File: src/rtl/ddc112_if.sv
// Host <-> DDC112 serial readout signals.
// master = host readout logic, slave = device emulator.
interface ddc112_if #(
    parameter int unsigned DATA_W = 20
) ();
    logic              CONV;
    logic              DXMIT_BAR;
    logic              DCLK;
    logic [DATA_W-1:0] CH1;
    logic [DATA_W-1:0] CH2;
    logic              DVALID_BAR;
    logic              DOUT;
    logic              side;
    logic              overrun;
    logic              short_read;
    logic              busy;

    modport master (
        output CONV, DXMIT_BAR, DCLK, CH1, CH2,
        input  DVALID_BAR, DOUT, side, overrun, short_read, busy
    );

    modport slave (
        input  CONV, DXMIT_BAR, DCLK, CH1, CH2,
        output DVALID_BAR, DOUT, side, overrun, short_read, busy
    );
endinterface

File: src/rtl/ddc112_emulator.sv
// Device-side DDC112 serial responder: converts CH1/CH2 on each CONV toggle and
// shifts the 2-word result out on DOUT under host DXMIT_BAR/DCLK control.
module ddc112_emulator #(
    parameter int unsigned DATA_W = 20,
    parameter int unsigned T_CONV = 16
) (
    input logic     clk,
    input logic     RST_BAR,
    ddc112_if.slave bus
);
    localparam int unsigned WordW  = 2 * DATA_W;
    localparam int unsigned TimerW = $clog2(T_CONV);
    localparam int unsigned CntW   = $clog2(WordW) + 1;

    typedef enum logic [1:0] {StIdle, StValid, StShift, StDone} state_e;

    state_e             state_q, state_d;
    logic               conv_q, dxmit_q, dclk_q;
    logic               conv_edge, dxmit_fall, dxmit_rise, dclk_rise;
    logic [TimerW-1:0]  timer_q, timer_d;
    logic               busy_q, busy_d;
    logic               side_q, side_d;
    logic [WordW-1:0]   hold_q, hold_d;
    logic               ready, conv_ovr;
    logic [WordW-1:0]   sr_q, sr_d;
    logic [CntW-1:0]    bitcnt_q, bitcnt_d;
    logic               pend_q, pend_d;
    logic [WordW-1:0]   pend_word_q, pend_word_d;
    logic               overrun_q, overrun_d;
    logic               short_q, short_d;

    // Pins are compared against their one-clock-old copy.
    assign conv_edge  = bus.CONV != conv_q;
    assign dxmit_fall = dxmit_q & ~bus.DXMIT_BAR;
    assign dxmit_rise = ~dxmit_q & bus.DXMIT_BAR;
    assign dclk_rise  = ~dclk_q & bus.DCLK;
    assign ready      = busy_q && (timer_q == '0);

    always_comb begin
        timer_d  = timer_q;
        busy_d   = busy_q;
        hold_d   = hold_q;
        side_d   = side_q;
        conv_ovr = 1'b0;
        if (conv_edge) begin
            hold_d   = {bus.CH2, bus.CH1};
            side_d   = bus.CONV;
            timer_d  = TimerW'(T_CONV - 1);
            busy_d   = 1'b1;
            // An edge landing on expiry still delivers the old word, so nothing is lost.
            conv_ovr = busy_q && !ready;
        end else if (busy_q) begin
            if (ready) begin
                busy_d = 1'b0;
            end else begin
                timer_d = timer_q - TimerW'(1);
            end
        end
    end

    always_comb begin
        state_d     = state_q;
        sr_d        = sr_q;
        bitcnt_d    = bitcnt_q;
        pend_d      = pend_q;
        pend_word_d = pend_word_q;
        overrun_d   = conv_ovr;
        short_d     = 1'b0;
        unique case (state_q)
            StIdle: begin
                if (ready) begin
                    sr_d    = hold_q;
                    state_d = StValid;
                    if (pend_q) begin
                        overrun_d = 1'b1;
                    end
                    pend_d  = 1'b0;
                end else if (pend_q) begin
                    sr_d    = pend_word_q;
                    pend_d  = 1'b0;
                    state_d = StValid;
                end
            end
            StValid: begin
                if (ready) begin
                    sr_d      = hold_q;
                    overrun_d = 1'b1;
                end
                if (dxmit_fall) begin
                    state_d  = StShift;
                    bitcnt_d = '0;
                end
            end
            StShift: begin
                if (dxmit_rise) begin
                    state_d = StIdle;
                    short_d = 1'b1;
                end else if (dclk_rise) begin
                    sr_d = sr_q << 1;
                    if (bitcnt_q != CntW'(WordW)) begin
                        bitcnt_d = bitcnt_q + CntW'(1);
                    end
                    if (bitcnt_q == CntW'(WordW - 1)) begin
                        state_d = StDone;
                    end
                end
            end
            StDone: begin
                if (dxmit_rise) begin
                    state_d = StIdle;
                end
            end
        endcase
        // The shift register is busy here, so a new word waits until IDLE.
        if ((state_q == StShift || state_q == StDone) && ready) begin
            pend_word_d = hold_q;
            pend_d      = 1'b1;
            if (pend_q) begin
                overrun_d = 1'b1;
            end
        end
    end

    always_ff @(posedge clk or negedge RST_BAR) begin
        if (!RST_BAR) begin
            state_q     <= StIdle;
            conv_q      <= 1'b0;
            dxmit_q     <= 1'b1;
            dclk_q      <= 1'b0;
            timer_q     <= '0;
            busy_q      <= 1'b0;
            side_q      <= 1'b0;
            hold_q      <= '0;
            sr_q        <= '0;
            bitcnt_q    <= '0;
            pend_q      <= 1'b0;
            pend_word_q <= '0;
            overrun_q   <= 1'b0;
            short_q     <= 1'b0;
        end else begin
            state_q     <= state_d;
            conv_q      <= bus.CONV;
            dxmit_q     <= bus.DXMIT_BAR;
            dclk_q      <= bus.DCLK;
            timer_q     <= timer_d;
            busy_q      <= busy_d;
            side_q      <= side_d;
            hold_q      <= hold_d;
            sr_q        <= sr_d;
            bitcnt_q    <= bitcnt_d;
            pend_q      <= pend_d;
            pend_word_q <= pend_word_d;
            overrun_q   <= overrun_d;
            short_q     <= short_d;
        end
    end

    assign bus.DVALID_BAR = (state_q != StValid);
    assign bus.DOUT       = (state_q == StValid || state_q == StShift) ? sr_q[WordW-1] : 1'b0;
    assign bus.side       = side_q;
    assign bus.overrun    = overrun_q;
    assign bus.short_read = short_q;
    assign bus.busy       = busy_q;
endmodule

File: src/flat_wrapper.sv
// flat-port wrapper written by rule: the top's interface ports become plain ports
module ddc112_emulator_flat 
#(
    parameter int unsigned DATA_W = 20,
    parameter int unsigned T_CONV = 16
)
  (clk, RST_BAR, bus_CONV, bus_DXMIT_BAR, bus_DCLK, bus_CH1, bus_CH2, bus_DVALID_BAR, bus_DOUT, bus_side, bus_overrun, bus_short_read, bus_busy);
  ddc112_if #(.DATA_W(DATA_W)) bus_i ();
  input logic clk;
  input logic RST_BAR;
  input wire logic [$bits(bus_i.CONV)-1:0] bus_CONV;
  input wire logic [$bits(bus_i.DXMIT_BAR)-1:0] bus_DXMIT_BAR;
  input wire logic [$bits(bus_i.DCLK)-1:0] bus_DCLK;
  input wire logic [$bits(bus_i.CH1)-1:0] bus_CH1;
  input wire logic [$bits(bus_i.CH2)-1:0] bus_CH2;
  output wire logic [$bits(bus_i.DVALID_BAR)-1:0] bus_DVALID_BAR;
  output wire logic [$bits(bus_i.DOUT)-1:0] bus_DOUT;
  output wire logic [$bits(bus_i.side)-1:0] bus_side;
  output wire logic [$bits(bus_i.overrun)-1:0] bus_overrun;
  output wire logic [$bits(bus_i.short_read)-1:0] bus_short_read;
  output wire logic [$bits(bus_i.busy)-1:0] bus_busy;
  assign bus_i.CONV = bus_CONV;
  assign bus_i.DXMIT_BAR = bus_DXMIT_BAR;
  assign bus_i.DCLK = bus_DCLK;
  assign bus_i.CH1 = bus_CH1;
  assign bus_i.CH2 = bus_CH2;
  assign bus_DVALID_BAR = bus_i.DVALID_BAR;
  assign bus_DOUT = bus_i.DOUT;
  assign bus_side = bus_i.side;
  assign bus_overrun = bus_i.overrun;
  assign bus_short_read = bus_i.short_read;
  assign bus_busy = bus_i.busy;
  ddc112_emulator #(.DATA_W(DATA_W), .T_CONV(T_CONV)) u_core (.clk(clk), .RST_BAR(RST_BAR), .bus(bus_i));
endmodule
File: config.mk
export PLATFORM = sky130hd
export DESIGN_NAME = ddc112_emulator_flat
export DESIGN_NICKNAME = d
export VERILOG_FILES = /design/src/rtl/ddc112_if.sv /design/src/rtl/ddc112_emulator.sv /design/src/flat_wrapper.sv
export SDC_FILE = /design/constraint.sdc
export NUM_CORES = 1
export LEC_CHECK = 0
export CAP_MARGIN = 15
export CELL_PAD_IN_SITES_DETAIL_PLACEMENT = 1
export CELL_PAD_IN_SITES_GLOBAL_PLACEMENT = 1
export CORE_UTILIZATION = 42
export DETAILED_ROUTE_END_ITERATION = 7
export MAX_ROUTING_LAYER = met4
export PLACE_DENSITY = 0.88
export SYNTH_ARGS = -nofsm -noshare
export SYNTH_HDL_FRONTEND = slang
export SYNTH_SLANG_ARGS = --single-unit
File: constraint.sdc
create_clock -name clk -period 1.9 [get_ports clk]
set_input_delay 0.38 -clock clk [delete_from_list [all_inputs] [get_ports clk]]
set_output_delay 0.38 -clock clk [all_outputs]
set_load 0.005 [all_outputs]
==> results.py <==
metrics = {
    "outcome": {
        "status": "complete, but fails checks",
        "violations": "negative setup slack",
    },
    "route": {
        "m1WireLength_mm": 10.3,
        "drt-total-wl_mm": 28.0,
        "met3_length_mm": 1.73,
        "top_layer": "met4",
        "avgViaCountPerCell": 6.33,
        "drt-wirelength-per-cell_um": 29.6,
        "drc": 0,
        "drt_first_pass_iters": 5,
        "vias": 5992,
        "dr_wl_met2_mm": 14.2,
        "drt_iter0_drc": 609,
        "ant_nets": 0,
    },
    "power": {
        "total_power_mw": 15.4,
        "p_leak_nw": 4.40,
        "vdd_drop_max_mv": 0.956,
        "p_per_area_nw_per_um2": 1620,
    },
    "yosys": {
        "synth_cells": 611,
        "syn-cell-area_um2": 6700,
        "synth_area_leaders": "dfrtp_1, mux2_2, nand2_1",
        "ys_warn_count": 0,
        "syn_avg_cell_area_um2": 11.0,
        "synth_top_area_cell": "dfrtp_1",
        "syn-num-nets": 663,
        "ys_ff_latch": 141,
        "synth_cell_type_count": 48,
        "ys_seq_area_share_pct": 52.7,
        "synth_edf_count": 0,
        "netlist.area_leader.share_pct": 52.3,
        "async_flop_share_pct": 100,
        "synthFlopType": "dfrtp_1",
    },
    "critical_path": {
        "critical_path_class": "register to register",
        "max_stage_delay_ps": 410,
        "worst_setup_path_start_kind": "register",
        "path_cells": "buf_4 > ha_4 > buf_6 > o311ai_4 > buf_6 > buf_12 > buf_8 > mux2i_2",
        "worstSetupEndpointType": "register",
        "crit_family": "buffers and inverters",
        "slowest_stage": "dfrtp_1",
        "cp_num_buf_inv": 5,
        "path_max_fanout": 7,
        "crit_path_frequent_cell": "buf_6",
        "cp.required_ps": 2240,
        "arrival_ps": 2450,
    },
    "grt": {
        "grt_max_degree": 48,
        "groute.usage.overall_pct": 31.0,
        "grt_pass1_vias": 6286,
        "antenna_found_initial": 0,
        "grt-ovfl-total": 0,
        "grt_pass1_wl_mm": 36.3,
    },
    "placed_design": {
        "placed_area_um2": 7900,
        "dp_cells": 880,
        "gp_congestion": 0.881,
        "io_buffers": 50,
        "place_hpwl_mm": 12.1,
    },
    "sta": {
        "holdWs_ps": 433,
        "finalClockSkew_ps": 14.3,
        "maxSlewHeadroom_pct": 67.0,
        "tightest_slew_ps": 495,
        "finalCriticalPeriod_ps": 2110,
        "setup_viol": 88,
        "finalCritPeriodShare_pct": 111,
        "fin_setup_tns_ps": -10270,
        "fmax_mhz": 475,
        "maxSlewViolCount": 0,
        "rsz0062_at_grt": "true",
        "setup_ws_ps": -205,
        "hold_viol_final": 0,
    },
    "hold_path": {
        "hold_path_class": "input port to register",
    },
    "die": {
        "die_y_um": 128,
        "fp-row-count": 45,
        "die_area_um2": 16500,
        "initial_core_util_pct": 43.6,
        "dieWidth_um": 128,
        "core_um2": 15400,
        "boundaryPins": 51,
    },
    "layout": {
        "finalNetCount": 777,
        "layout-drive-gt1-share_pct": 33.2,
        "final_area_um2": 9520,
        "fillers": 1479,
        "fin_cells": 947,
        "syn2layout_area_growth_pct": 42.0,
        "diodes": 0,
    },
    "clocking": {
        "worstSkewPairLatency_ps": 450,
        "clockBufferDepth": 2,
        "cts-buffers-inserted": 17,
        "cts_root_buf": "clkbuf_16",
        "cts.clk_slew.worst_paths_ps": 70,
        "htreeDepth": 4,
        "cts_sinks": 141,
        "cts_tree": "built",
    },
    "flow_run": {
        "maxCapViolCount": 0,
    },
}
[sequential cells by signal, indices dropped and copies added, names as in the netlist]
| signal | cells |
|---|---|
| u_core.hold_q | 40 |
| u_core.pend_word_q | 40 |
| u_core.sr_q | 40 |
| u_core.bitcnt_q | 7 |
| u_core.timer_q | 4 |
| u_core.state_q | 2 |
| u_core.bus.busy | 1 |
| u_core.bus.overrun | 1 |
| u_core.bus.short_read | 1 |
| u_core.bus.side | 1 |
| u_core.conv_q | 1 |
| u_core.dclk_q | 1 |
| u_core.dxmit_q | 1 |
| u_core.pend_q | 1 |
[path summary, 6_finish.rpt]
path,start,endpoint,slack [ps],depth (start not counted)
setup / recovery,u_core.state_q[0]$_DFFE_PN0P_,u_core.sr_q[16]$_DFFE_PN0P_,-210,8
hold / removal,bus_DCLK,u_core.dclk_q$_DFF_PN0_,430,1
setup reg to reg,u_core.state_q[0]$_DFFE_PN0P_,u_core.sr_q[16]$_DFFE_PN0P_,-210,8
hold reg to reg,u_core.pend_word_q[30]$_DFFE_PN0P_,u_core.pend_word_q[30]$_DFFE_PN0P_,530,1
max in group asynchronous,RST_BAR,u_core.sr_q[39]$_DFFE_PN0P_,840,3
min in group asynchronous,RST_BAR,u_core.bitcnt_q[0]$_DFFE_PN0P_,460,2
[what timing repair did]
action / 4_1_cts / 5_1_grt
setup endpoints to repair: 88 / 86
buffers inserted: 12 / 15
pin swaps: 8 / 5
hold buffers: 1 / 0
gates resized for setup: 90 / 68
gates cloned: 4 / 7
endpoints found under the hold margin: 42 / 0
[per-stage QoR]
step	util, %	setup slack [ps]
2_1_floorplan	-	-18.0
3_3_place_gp	51.4	-260
3_5_place_dp	51.4	-380
4_1_cts	58.5	-60.9
5_1_grt	61.9	-237
6_report	61.9	-205
[metal layers]
| metal | track usage, % | vias to the layer above |
|---|---|---|
| met5 | - | - |
| met3 | 6.74 | 137 |
| li1 | - | 2393 |
| met2 | 52.2 | 381 |
| met1 | 33.6 | 3081 |
| met4 | 18.5 | 0 |
[cells in the mapped netlist, drive strengths merged, types with 2 or more instances]
master  count
ha          7
nor3b       2
or3b        3
dfrtp     140
mux2i      10
clkbuf     19
xor2        2
xnor2       2
buf        20
a21oi       4
or3         2
a22oi      39
nand2     144
nor2b      34
nand3       4
and2        2
o211ai      2
o21ai       9
o221ai      8
and3        3
nor2        7
a31oi       2
mux2       73
nand3b      4
o311ai      3
inv        15
nand2b      5
a221o      33
[cell type report]
type	instances	area [um^2]	area share, %
well taps	211	264	2.77
inverters	15	56.3	0.592
multi-input cells	416	3490	36.6
clock inverters	10	92.6	0.973
repair buffers	134	1630	17.2
flip-flops and latches	141	3530	37.1
clock buffers	20	457	4.80
[cell families (layout without fill, tap and decap cells)]
| group | count (synthesis) | count (layout) | share of synthesized area [%] |
|---|---|---|---|
| buffers and inverters | 54 | 179 | 3.62 |
| adders and majority gates | 7 | 7 | 1.31 |
| DFF | 141 | 141 | 52.7 |
| AOI/OAI and AO/OA | 107 | 107 | 13.0 |
| and+or+nand+nor | 215 | 215 | 15.2 |
| xor gates and xnor gates | 4 | 4 | 0.523 |
| muxes | 83 | 83 | 13.8 |
[report_power, final]
group          internal, mW  switching [mW]
clock                  1.85            1.41
combinational          3.98            3.94
sequential             3.58           0.676
[placed cells by master (no fill, tap or decap), types with 5 or more instances in the layout]
master and instances:
clkbuf_16 23, nor2b_1 31, o221ai_1 8, buf_6 13
inv_1 10, clkdlybuf4s50_1 47, mux2_4 68, a22oi_2 24
inv_2 5, mux2i_1 8, a22oi_1 15, dfrtp_1 140
nand2_1 144, buf_12 21, a221o_1 33, buf_4 37
(Power assumes the default switching activity.)
